===== src/rtl/burst_addr_rx.sv =====
// Purpose : serial burst-control receiver; deserialises [len][addr] and issues one address per beat.
// Latency : addr_valid rises 1 cycle after the last serial bit (address, or parity bit when enabled).
// Backpr. : addr_out/addr_valid hold while addr_ready=0; serial input stalls freely on ser_valid=0.
//
// Ports:
//   clk, rst (async, active-low)
//   burst_en   - enable; dropping it outside IDLE aborts (err pulse, no done)
//   mode_sel   - 0 single transfer, 1 burst; captured when leaving IDLE
//   ser_valid  - qualifies ser_in
//   ser_in     - serial stream, MSB first: [len (burst only)][address][parity (option)]
//   addr_out   - current beat address
//   addr_valid - addr_out valid; beat accepted on addr_valid && addr_ready
//   addr_ready - downstream ready
//   busy       - state != IDLE (registered)
//   done       - one-cycle pulse after the last beat is accepted
//   err        - one-cycle pulse on abort or parity mismatch
//
// Optional feature macro: BURST_ADDR_RX_PARITY_EN
//   When defined, one even-parity bit follows the address and is checked
//   before any beat is issued. A mismatch pulses err and still ends in DONE.
module burst_addr_rx #(
  parameter int ADDR_W = 8,
  parameter int LEN_W  = 4
) (
  input  logic              clk,
  input  logic              rst,
  input  logic              burst_en,
  input  logic              mode_sel,
  input  logic              ser_valid,
  input  logic              ser_in,
  output logic [ADDR_W-1:0] addr_out,
  output logic              addr_valid,
  input  logic              addr_ready,
  output logic              busy,
  output logic              done,
  output logic              err
);

  localparam int MAX_W = (ADDR_W > LEN_W) ? ADDR_W : LEN_W;
  localparam int CNT_W = $clog2(MAX_W + 1);

  typedef enum logic [2:0] {
    IDLE    = 3'd0,
    RX_LEN  = 3'd1,
    RX_ADDR = 3'd2,
`ifdef BURST_ADDR_RX_PARITY_EN
    RX_PAR  = 3'd3,
`endif
    ISSUE   = 3'd4,
    DONE    = 3'd5
  } state_t;

  state_t             state_q, state_d;
  logic               mode_q, mode_d;
  logic [LEN_W-1:0]   len_q, len_d;
  // Only the first ADDR_W-1 address bits need storing; the last bit is
  // taken straight from ser_in on the edge that completes the address.
  logic [ADDR_W-2:0]  sr_q, sr_d;
  logic [CNT_W-1:0]   bit_cnt_q, bit_cnt_d;
  logic [LEN_W-1:0]   beat_cnt_q, beat_cnt_d;
  logic [ADDR_W-1:0]  addr_out_q, addr_out_d;
  logic               addr_valid_q, addr_valid_d;
  logic               busy_q, busy_d;
  logic               done_q, done_d;
  logic               err_q, err_d;
`ifdef BURST_ADDR_RX_PARITY_EN
  logic               par_q, par_d;   // running XOR of every received bit
`endif

  logic               abort;
  logic               load_issue;
  logic [ADDR_W-1:0]  load_addr;

  always_comb begin
    state_d      = state_q;
    mode_d       = mode_q;
    len_d        = len_q;
    sr_d         = sr_q;
    bit_cnt_d    = bit_cnt_q;
    beat_cnt_d   = beat_cnt_q;
    addr_out_d   = addr_out_q;
    addr_valid_d = addr_valid_q;
    err_d        = 1'b0;
    abort        = 1'b0;
    load_issue   = 1'b0;
    load_addr    = addr_out_q;
`ifdef BURST_ADDR_RX_PARITY_EN
    par_d        = par_q;
`endif

    case (state_q)
      IDLE: begin
        // Any leftovers from an aborted transfer are discarded here.
        bit_cnt_d = '0;
        len_d     = '0;
        sr_d      = '0;
`ifdef BURST_ADDR_RX_PARITY_EN
        par_d     = 1'b0;
`endif
        if (burst_en) begin
          mode_d  = mode_sel;
          state_d = mode_sel ? RX_LEN : RX_ADDR;
        end
      end

      RX_LEN: begin
        if (!burst_en) begin
          abort = 1'b1;
        end else if (ser_valid) begin
          len_d = {len_q[LEN_W-2:0], ser_in};
`ifdef BURST_ADDR_RX_PARITY_EN
          par_d = par_q ^ ser_in;
`endif
          if (bit_cnt_q == CNT_W'(LEN_W - 1)) begin
            bit_cnt_d = '0;
            state_d   = RX_ADDR;
          end else begin
            bit_cnt_d = bit_cnt_q + CNT_W'(1);
          end
        end
      end

      RX_ADDR: begin
        if (!burst_en) begin
          abort = 1'b1;
        end else if (ser_valid) begin
          sr_d = {sr_q[ADDR_W-3:0], ser_in};
`ifdef BURST_ADDR_RX_PARITY_EN
          par_d = par_q ^ ser_in;
`endif
          if (bit_cnt_q == CNT_W'(ADDR_W - 1)) begin
            bit_cnt_d = '0;
`ifdef BURST_ADDR_RX_PARITY_EN
            // Park the address on addr_out (valid still low) until the
            // parity bit has been checked.
            addr_out_d = {sr_q, ser_in};
            state_d    = RX_PAR;
`else
            load_issue = 1'b1;
            load_addr  = {sr_q, ser_in};
`endif
          end else begin
            bit_cnt_d = bit_cnt_q + CNT_W'(1);
          end
        end
      end

`ifdef BURST_ADDR_RX_PARITY_EN
      RX_PAR: begin
        if (!burst_en) begin
          abort = 1'b1;
        end else if (ser_valid) begin
          // Even parity: all data bits plus the parity bit XOR to zero.
          if ((par_q ^ ser_in) == 1'b0) begin
            load_issue = 1'b1;
            load_addr  = addr_out_q;
          end else begin
            err_d   = 1'b1;
            state_d = DONE;
          end
        end
      end
`endif

      ISSUE: begin
        // Abort wins over a handshake on the same edge.
        if (!burst_en) begin
          abort = 1'b1;
        end else if (addr_valid_q && addr_ready) begin
          if (beat_cnt_q != '0) begin
            addr_out_d = addr_out_q + ADDR_W'(1);
            beat_cnt_d = beat_cnt_q - LEN_W'(1);
          end else begin
            addr_valid_d = 1'b0;
            state_d      = DONE;
          end
        end
      end

      DONE: begin
        if (!burst_en) begin
          abort = 1'b1;
        end else begin
          state_d = IDLE;
        end
      end

      default: begin
        state_d = IDLE;
      end
    endcase

    if (load_issue) begin
      addr_out_d   = load_addr;
      addr_valid_d = 1'b1;
      // len is cleared in IDLE, but single mode forces one beat regardless.
      beat_cnt_d   = mode_q ? len_q : '0;
      state_d      = ISSUE;
    end

    if (abort) begin
      state_d      = IDLE;
      addr_valid_d = 1'b0;
      bit_cnt_d    = '0;
      err_d        = 1'b1;
    end

    busy_d = (state_d != IDLE);
    done_d = (state_d == DONE);
  end

  always_ff @(posedge clk or negedge rst) begin
    if (!rst) begin
      state_q      <= IDLE;
      mode_q       <= 1'b0;
      len_q        <= '0;
      sr_q         <= '0;
      bit_cnt_q    <= '0;
      beat_cnt_q   <= '0;
      addr_out_q   <= '0;
      addr_valid_q <= 1'b0;
      busy_q       <= 1'b0;
      done_q       <= 1'b0;
      err_q        <= 1'b0;
`ifdef BURST_ADDR_RX_PARITY_EN
      par_q        <= 1'b0;
`endif
    end else begin
      state_q      <= state_d;
      mode_q       <= mode_d;
      len_q        <= len_d;
      sr_q         <= sr_d;
      bit_cnt_q    <= bit_cnt_d;
      beat_cnt_q   <= beat_cnt_d;
      addr_out_q   <= addr_out_d;
      addr_valid_q <= addr_valid_d;
      busy_q       <= busy_d;
      done_q       <= done_d;
      err_q        <= err_d;
`ifdef BURST_ADDR_RX_PARITY_EN
      par_q        <= par_d;
`endif
    end
  end

  assign addr_out   = addr_out_q;
  assign addr_valid = addr_valid_q;
  assign busy       = busy_q;
  assign done       = done_q;
  assign err        = err_q;

endmodule

===== config.mk =====
export PLATFORM = sky130hd
export DESIGN_NAME = burst_addr_rx
export DESIGN_NICKNAME = d
export VERILOG_FILES = /design/src/rtl/burst_addr_rx.sv
export SDC_FILE = /design/constraint.sdc
export NUM_CORES = 1
export LEC_CHECK = 0
export ABC_AREA = 0
export ABC_CLOCK_PERIOD_IN_PS = 1900
export CAP_MARGIN = 20
export CORE_MARGIN = 2
export CORE_UTILIZATION = 50
export CTS_CLUSTER_SIZE = 10
export DETAILED_ROUTE_END_ITERATION = 16
export PLACE_DENSITY = 0.73
export SYNTH_ARGS = -nofsm -noshare
export SYNTH_HDL_FRONTEND = slang
export SYNTH_SLANG_ARGS = --single-unit

===== constraint.sdc =====
create_clock -name clk -period 1.9 [get_ports clk]
set_input_delay 0.285 -clock clk [delete_from_list [all_inputs] [get_ports clk]]
set_output_delay 0.285 -clock clk [all_outputs]
set_load 0.02 [all_outputs]

* After elaboration in Yosys (flattened, before gate mapping)
Cells that the tools add are included.
** Operators by class
- Add/sub/neg operators :: 3
- Equal/unequal tests :: 19
- Mux-type cells :: 54
- Reduce and logical (&&, ||, !) cells :: 22
** Operator list (count)
- 8-bit 2-to-1 mux :: 9
- 4-bit 2-to-1 mux :: 15
- 3-bit 2-to-1 mux :: 10
- 3-bit != test (second input constant) :: 5
- 3-bit case mux with 5 select lines :: 1
- 7-bit 2-to-1 mux :: 2
- 7-bit case mux with 2 select lines :: 1
- 1-bit 2-to-1 mux :: 13
- 4-bit case mux with 3 select lines :: 1
- 2-bit nonzero test :: 6
- 3-bit nonzero test :: 4
- 2-bit != test (second input constant) :: 5
- 3-bit equality test (second input constant) :: 3
- 8-bit by 1-bit adder with 8-bit output (second input constant) :: 1
- 4-bit case mux with 2 select lines :: 1
- 4-bit AND reduction :: 2
- 4-bit nonzero test :: 2
- 7-bit AND reduction :: 1
- 3-bit AND reduction :: 2
- 5-bit AND reduction :: 1
- 4-bit by 1-bit adder with 4-bit output (second input constant) :: 1
- 4-bit by 2-bit equality test with 1-bit output (second input constant) :: 1
- 4-bit by 3-bit equality test with 1-bit output (second input constant) :: 1
- 2-bit by 1-bit != test with 1-bit output (second input constant) :: 2
- other kinds (8) :: 8
** Word-level totals
- Register bits :: 35
- Bits of input ports :: 7
- Output and inout port bits :: 12
- Logic and storage cells :: 109

* Logic depth before layout (Yosys ltp)
Gate-level depths: netlist of the first run.
- Depth in word-level cells :: 8
- Mapped depth :: 8
- Gate-level depth less buffers :: 7

* Worst setup path after synthesis of the first run
Ideal clock, no wire load.
- Path kind :: register to register
- Start point :: register beat_cnt_q[0]
- End point :: register addr_out_q[3] (netlist: addr_out[3])
- Setup time :: 0.126 ns
- Arrival :: 1.742 ns
- Data required time :: 1.774 ns
- Setup slack :: 0.032 ns
- Cell stages (with the launch flop) :: 9
- Path buffers :: 1
- Clock period less this slack :: 1.868 ns
- Path through :: dfrtp_1 -> inv_1 -> ha_1 -> nor3b_1 -> or3_1 -> buf_6 -> nand2_4 -> o21ai_1 -> a221o_1
** On the way
- Cells in the longest elaborated chain, start to end :: 3
** RTL lines
- start: declaration :: RTL line 60 : logic [LEN_W-1:0] beat_cnt_q, beat_cnt_d;
- start signal: assignment :: RTL line 234 : beat_cnt_q <= beat_cnt_d;
- 4-bit nonzero test :: RTL line 170 : if (beat_cnt_q != '0) begin
- 2-bit nonzero test (no source line)
- 7-bit AND reduction (no source line)
- end signal: assignment :: RTL line 235 : addr_out_q <= addr_out_d;
- end: declaration :: RTL line 61 : logic [ADDR_W-1:0] addr_out_q, addr_out_d;
No other way between the ends.
A chain may end at the register's enable or synchronous reset.

* Final worst setup path of the first run
- Start point :: register beat_cnt_q[1]
- End point :: register beat_cnt_q[3]
** On the way
- Cells in the longest elaborated chain, start to end :: 6
- Elaborated cells between the ends (all ways) :: 9
- Classes of those cells :: 1 x add/sub; 5 x mux; 3 x reduce/logical
** RTL lines
- 4-bit by 1-bit subtractor with 4-bit output :: RTL line 172 : beat_cnt_d = beat_cnt_q - LEN_W'(1);
- 4-bit 2-to-1 mux :: RTL line 170
- 4-bit 2-to-1 mux :: RTL line 169 : end else if (addr_valid_q && addr_ready) begin
- 4-bit 2-to-1 mux :: RTL line 167 : if (!burst_en) begin
- 4-bit 2-to-1 mux :: RTL line 91 : case (state_q)
- 4-bit 2-to-1 mux :: RTL line 193 : if (load_issue) begin
Parallel ways exist; a longest one is shown, timed or not. The select of a mux whose other input is x is not followed.

==> flow_summary.json, run 1 <==
{
  "maxCapViolations": 0,
  "num-fill-cells": 289,
  "register_clock_pin_slew_on_the_reported_worst_setup_and_hold_paths_ps": 80,
  "report.power.total_w": 0.002185,
  "layout-drive-gt1-share_pct": 20.25,
  "track_usage_pct": 23.09,
  "grt.overflow.total": 0,
  "grt_antenna_before_repair": 0,
  "vias": 1629,
  "mean_post_synth_cell_area_um2": 9.486,
  "ctsLongestPathBuffers": 2,
  "yosys_register_bits": 35,
  "drtIter0Drc": 131,
  "hold_viol": 0,
  "syn-cell-area_um2": 1859,
  "synth-edff-count": 0,
  "violations_in_the_final_reports": "negative setup slack",
  "dr_vias_cell": 5.716,
  "num_rows": 22,
  "gp_routability_congestion": 0.8717,
  "wl_met2_um": 2182,
  "timing_max_transition_violations_final": 0,
  "regToRegSetupSlack_ps": -9,
  "grt_max_degree": 36,
  "finish.utilization_pct": 65.75,
  "worst_ep_arrival_time_ps": 2090,
  "die_area_um2": 4222,
  "power.static_leakage_nw": 1.039,
  "dp_hpwl_um": 3068,
  "finish.net_count": 247,
  "detailroute.wirelength.met3_um": 180,
  "final.period_utilization_pct": 100.5,
  "path_max_fanout": 3,
  "fin_crit_ps": 1909,
  "asr_flop_ratio_synth_pct": 100.0,
  "r2r_end": "beat_cnt_q[3]",
  "synth_cell_type_count": 43,
  "worst_slew_margin_rel_pct": 70.07,
  "insertion_delay_ps": 300,
  "synth-seq-area-share_pct": 47.11,
  "grt_pass1_wl_um": 7369,
  "netlist_instances": 196,
  "fin_skew_ps": 12.16,
  "placed_area_um2": 2202,
  "postLayoutCellArea_um2": 2371,
  "summed_negative_setup_slack_over_all_endpoints_ps": -9.476,
  "worst_ir_drop_vdd_mv": 0.5365,
  "worst-endpoint-required_ps": 2080,
  "synth_top_flop_cell": "sky130_fd_sc_hd__dfrtp_1",
  "areaGrowthSynthToFinish_pct": 27.52,
  "detail_route.first_pass.iterations": 4,
  "p_per_area_nw_per_um2": 921.3,
  "worst_pin_slew_ps": 449.0,
  "max_freq_ghz": 0.5237,
  "rr_worst_depth": 8,
  "rsz_0062_raised_after_global_routing": "yes",
  "cts.hold.buffers_added": 0,
  "clk_root_buffer_cell": "sky130_fd_sc_hd__clkbuf_8",
  "criticalPathCategory": "flip-flop to flip-flop",
  "cts-buffers-inserted": 5,
  "yosys_warnings": 0,
  "run_status": "finished, violations left",
  "drc_errors": 0,
  "met1_length_um": 1972,
  "antenna-diode-count": 0,
  "wirelength_um": 4436,
  "rr_startpoint": "beat_cnt_q[1]",
  "die_width_um": 64.98,
  "maxUsedRoutingLayer": "met4",
  "avgRoutedWirePerCell_um": 15.56,
  "worst_case_setup_margin_in_the_final_layout_ps": -9.476,
  "cp-end-kind": "flip-flop",
  "die_height_um": 64.98,
  "tritoncts": "built",
  "number_of_port_buffers": 18,
  "grt_pass1_vias": 1631,
  "io-pin-count": 19,
  "timing.critical_path.from_type": "flip-flop",
  "start_util_pct": 51.56,
  "htree_levels": 2,
  "cts_sink_cnt": 35,
  "ant_nets": 0,
  "setup_failing_eps_final": 1,
  "total_nets_after_synthesis": 206,
  "worst_hold_path_type": "input pin to async pin",
  "core_area_um2": 3606
}
-- worst max-delay path, cell delays in order (launching register included) --
cell and delay, ps:
sky130_fd_sc_hd__dfrtp_1 360, sky130_fd_sc_hd__inv_1 50, sky130_fd_sc_hd__ha_2 190, sky130_fd_sc_hd__nor3b_4 160, sky130_fd_sc_hd__or3_4 390, sky130_fd_sc_hd__buf_6 130, sky130_fd_sc_hd__nor4_4 280, sky130_fd_sc_hd__xnor2_1 150
sky130_fd_sc_hd__a21oi_1 80
-- power breakdown --
| part | switching (W) | total (W) | internal (W) |
|---|---|---|---|
| sequential | 0.0000688 | 0.000902 | 0.000833 |
| clock | 0.000274 | 0.000558 | 0.000285 |
| combinational | 0.000411 | 0.000724 | 0.000313 |
-- cells in the final DEF (no fill, tap or decap), types with 6 or more instances in the layout --
master,Yosys,layout
sky130_fd_sc_hd__a21oi_1,10,10
sky130_fd_sc_hd__a22o_1,9,9
sky130_fd_sc_hd__buf_4,0,25
sky130_fd_sc_hd__clkbuf_8,0,6
sky130_fd_sc_hd__clkdlybuf4s50_1,0,17
sky130_fd_sc_hd__dfrtp_1,35,35
sky130_fd_sc_hd__inv_1,13,13
sky130_fd_sc_hd__nand2_1,14,14
sky130_fd_sc_hd__nand3_1,14,14
sky130_fd_sc_hd__nor2_1,12,12
sky130_fd_sc_hd__o21ai_0,21,21
-- per-layer routing --
layer | up-vias | track usage [%]
met3 | 12 | 6.597
met5 | - | 0
met1 | 788 | 28.43
met2 | 45 | 37.37
li1 | 784 | -
met4 | 0 | 10.64
-- timing repair --
action / in CTS / in global routing
resized for setup: 2 / 9
pin swaps: 0 / 5
setup endpoints to repair: 3 / 8
endpoints found under the hold margin: 0 / 0
setup buffers: 0 / 4
-- metrics by stage --
step / setup slack [ps] / cells / hold slack, ps
6_report: -9.476 / 285 / 396.1
5_1_grt: -115.8 / 285 / 437.0
4_1_cts: 12.83 / 281 / 423.4
3_5_place_dp: -215.7 / 274 / 499.7
3_3_place_gp: -158.3 / 274 / 482.7
2_1_floorplan: 32.47 / 196 / -10.59
-- sequential cells by signal, summed over array words and instances, names as in the netlist --
register    flops
bit_cnt_q       4
beat_cnt_q      4
busy            1
done            1
sr_q            7
addr_out        8
len_q           4
state_q         3
addr_valid      1
err             1
mode_q          1
-- cell usage after synthesis (2+ instances only) --
master	n	area (um2)
sky130_fd_sc_hd__dfrtp_1	35	875.8
sky130_fd_sc_hd__inv_1	13	48.80
sky130_fd_sc_hd__o21ai_0	21	105.1
sky130_fd_sc_hd__nor3_1	2	10.01
sky130_fd_sc_hd__and3_1	3	18.77
sky130_fd_sc_hd__clkbuf_1	5	18.77
sky130_fd_sc_hd__nor3b_1	6	45.04
sky130_fd_sc_hd__xnor2_1	2	17.52
sky130_fd_sc_hd__a22o_1	9	78.83
sky130_fd_sc_hd__nand4_1	2	12.51
sky130_fd_sc_hd__nor2_1	12	45.04
sky130_fd_sc_hd__buf_2	2	10.01
sky130_fd_sc_hd__nor4_1	3	18.77
sky130_fd_sc_hd__buf_6	3	33.78
sky130_fd_sc_hd__nand2_1	14	52.55
sky130_fd_sc_hd__nand2b_1	3	18.77
sky130_fd_sc_hd__ha_1	3	37.54
sky130_fd_sc_hd__nor2b_1	4	25.02
sky130_fd_sc_hd__nand3b_1	2	15.01
sky130_fd_sc_hd__nand3_1	14	70.07
sky130_fd_sc_hd__xor2_1	2	17.52
sky130_fd_sc_hd__a21boi_0	2	15.01
sky130_fd_sc_hd__o22ai_1	2	12.51
sky130_fd_sc_hd__a221o_1	4	40.04
sky130_fd_sc_hd__a21oi_1	10	50.05
-- layout make-up --
type,count,area (um2),share of cell area (%)
multi-input combinational,138,917.1,38.68
sequential,35,875.8,36.94
timing repair buffer,44,381.6,16.10
clock buffer,6,82.58,3.483
tap,48,60.06,2.533
inverter,13,48.80,2.058
clock inverter,1,5.005,0.2111
-- logic make-up (layout without fill, tap and decap cells) --
| kind of cell | Yosys count | count (layout) | share of synthesized area (%) |
|---|---|---|---|
| DFF | 35 | 35 | 47.11 |
| buffers and inverters | 23 | 64 | 5.989 |
| AOI/OAI and AO/OA | 55 | 55 | 19.31 |
| xor gates and xnor gates | 4 | 4 | 1.885 |
| adders and majority gates | 3 | 3 | 2.019 |
| muxes | 1 | 1 | 0.6056 |
| and+or+nand+nor | 75 | 75 | 23.08 |
-- worst max path at each step --
stage             startpoint             to  cells after the start  slack, ps
6_report       beat_cnt_q[1]  beat_cnt_q[3]                      8         -9
5_1_grt        beat_cnt_q[1]  beat_cnt_q[3]                      8       -120
4_1_cts         bit_cnt_q[0]           busy                      6         10
3_5_place_dp        burst_en    addr_out[4]                      6       -220
3_3_place_gp        burst_en    addr_out[3]                      6       -160
2_1_floorplan  beat_cnt_q[0]    addr_out[3]                      8         30
(Power assumes the default switching activity.)
==> run 2: changes to the inputs <==
--- a/config.mk
+++ b/config.mk
@@ -6,13 +6,14 @@
 export NUM_CORES = 1
 export LEC_CHECK = 0
 export ABC_AREA = 0
-export ABC_CLOCK_PERIOD_IN_PS = 1900
-export CAP_MARGIN = 20
+export ABC_CLOCK_PERIOD_IN_PS = 2200
+export CAP_MARGIN = 15
 export CORE_MARGIN = 2
-export CORE_UTILIZATION = 50
+export CORE_UTILIZATION = 60
+export CTS_BUF_LIST = sky130_fd_sc_hd__clkbuf_4 sky130_fd_sc_hd__clkbuf_8
 export CTS_CLUSTER_SIZE = 10
 export DETAILED_ROUTE_END_ITERATION = 16
-export PLACE_DENSITY = 0.73
+export PLACE_DENSITY = 0.83
 export SYNTH_ARGS = -nofsm -noshare
 export SYNTH_HDL_FRONTEND = slang
 export SYNTH_SLANG_ARGS = --single-unit
==> constraint.sdc (replaced) <==
create_clock -name clk -period 2.2 [get_ports clk]
set_input_delay 0.33 -clock clk [delete_from_list [all_inputs] [get_ports clk]]
set_output_delay 0.33 -clock clk [all_outputs]
set_load 0.02 [all_outputs]
==> flow_summary.json, run 2 (same netlist as run 1, synthesis figures left out) <==
{
  "worst_hold_path_type": "input pin to async pin",
  "layout.cells.most_common": "sky130_fd_sc_hd__dfrtp_1",
  "clk_root_buffer_cell": "sky130_fd_sc_hd__clkbuf_4",
  "grt_pass1_vias": 1467,
  "criticalPathCategory": "flip-flop to flip-flop",
  "grt_max_degree": 36,
  "grt_pass1_wl_um": 6644,
  "io-pin-count": 19,
  "rr_worst_depth": 7,
  "finish.utilization_pct": 73.17,
  "post_cts_resized": 0,
  "die_area_um2": 3560,
  "ant_nets": 0,
  "grt.overflow.total": 0,
  "timing.critical_path.from_type": "flip-flop",
  "start_util_pct": 61.92,
  "worst_slew_margin_rel_pct": 71.02,
  "track_usage_pct": 24.94,
  "final.period_utilization_pct": 93.27,
  "maxCapViolations": 0,
  "power.static_leakage_nw": 0.9493,
  "drc_errors": 0,
  "p_per_area_nw_per_um2": 827.6,
  "core_area_um2": 3003,
  "dr_vias_cell": 6.136,
  "detail_route.first_pass.iterations": 4,
  "htree_levels": 2,
  "timing.critical_path.cells": "inv_1, ha_1, nor3b_1, or3_1, buf_4, nor4_1, a221o_1",
  "areaGrowthSynthToFinish_pct": 18.17,
  "worst_ir_drop_vdd_mv": 0.5112,
  "critical_path.max_stage_delay_ps": 460,
  "worst_pin_slew_ps": 430.7,
  "vias": 1583,
  "insertion_delay_ps": 350,
  "fin_skew_ps": 8.569,
  "postLayoutCellArea_um2": 2197,
  "register_clock_pin_slew_on_the_reported_worst_setup_and_hold_paths_ps": 120,
  "drtIter0Drc": 106,
  "placed_area_um2": 2116,
  "postCtsSetupRepairBufs": 0,
  "summed_negative_setup_slack_over_all_endpoints_ps": 0,
  "cp-end-kind": "flip-flop",
  "max_freq_ghz": 0.4873,
  "num_rows": 20,
  "run_status": "finished, final reports clean",
  "antenna-diode-count": 0,
  "ctsLongestPathBuffers": 2,
  "worst_ep_arrival_time_ps": 2340,
  "dp_hpwl_um": 2927,
  "report.power.total_w": 0.001818,
  "grt_antenna_before_repair": 0,
  "tritoncts": "built",
  "worst_case_setup_margin_in_the_final_layout_ps": 148.0,
  "cts_sink_cnt": 35,
  "regToRegSetupSlack_ps": 150,
  "setup_failing_eps_final": 0,
  "fin_crit_ps": 2052,
  "num-fill-cells": 243,
  "hold_viol": 0,
  "avgRoutedWirePerCell_um": 15.31,
  "die_width_um": 59.67,
  "path_max_fanout": 6,
  "flip_flop_count_of_the_largest_register_all_copies_and_words_added": 8,
  "layout_common_cells": "sky130_fd_sc_hd__dfrtp_1 (35), sky130_fd_sc_hd__o21ai_0 (21), sky130_fd_sc_hd__clkdlybuf4s50_1 (18), sky130_fd_sc_hd__nand3_1 (14), sky130_fd_sc_hd__nand2_1 (14)",
  "die_height_um": 59.67,
  "rr_startpoint": "beat_cnt_q[0]",
  "cts-buffers-inserted": 5,
  "r2r_end": "addr_out[6]",
  "cts.hold.buffers_added": 0,
  "wirelength_um": 3949,
  "finish.net_count": 234,
  "layout-drive-gt1-share_pct": 12.44,
  "pre_cts_ws_ps": 80.21,
  "rsz_0062_raised_after_global_routing": "no",
  "gp_routability_congestion": 0.8748,
  "cp_slowest_cell": "sky130_fd_sc_hd__or3_1",
  "number_of_port_buffers": 18,
  "timing_max_transition_violations_final": 0,
  "worst-endpoint-required_ps": 2490
}
==> run 2: layout make-up <==
class | instances | area [um2] | area share [%]
clock buffers | 5 | 37.54 | 1.708
clock inverters | 3 | 43.79 | 1.993
inverters | 13 | 48.80 | 2.221
multi-input cells | 138 | 872.1 | 39.69
flip-flops and latches | 35 | 875.8 | 39.86
well taps | 33 | 41.29 | 1.879
repair buffers | 31 | 277.8 | 12.64
==> run 2: power by group <==
group | switching [W] | internal [W]
registers | 0.0000787 | 0.000719
logic | 0.000318 | 0.000236
clock network | 0.000228 | 0.000239
==> run 2: layer usage <==
metal  GRT usage, %  share of wire [%]
met3          6.277                4.9
met1          33.15                 45
met4          9.524                1.2
met5              0                  0
met2          39.29                 49
==> run 2: how the worst max path moves through the flow <==
stage	endpoint	depth (start not counted)	from
after CTS	addr_out[6]	7	beat_cnt_q[0]
final	addr_out[6]	7	beat_cnt_q[0]
after detailed placement	addr_out[3]	6	burst_en
after global routing	addr_out[6]	7	beat_cnt_q[0]
after global placement	addr_out[3]	6	ser_valid
after floorplan	addr_out[3]	8	beat_cnt_q[0]
==> run 2: critical path, delay by kind of cell (launching register included) <==
| kind | cells | cell delay [ps] |
|---|---|---|
| AO/OA/AOI/OAI | 1 | 150 |
| flip-flops | 1 | 450 |
| AND/OR/NAND/NOR | 3 | 920 |
| adder cells (fa/ha/maj) | 1 | 200 |
| buffers and inverters | 2 | 250 |
==> run 2: stage by stage <==
step	hold WS, ps	std cells
floorplan	34.41	196
global placement	491.6	250
detailed placement	515.7	250
CTS	391.0	258
global route	405.7	258
finish	388.3	258
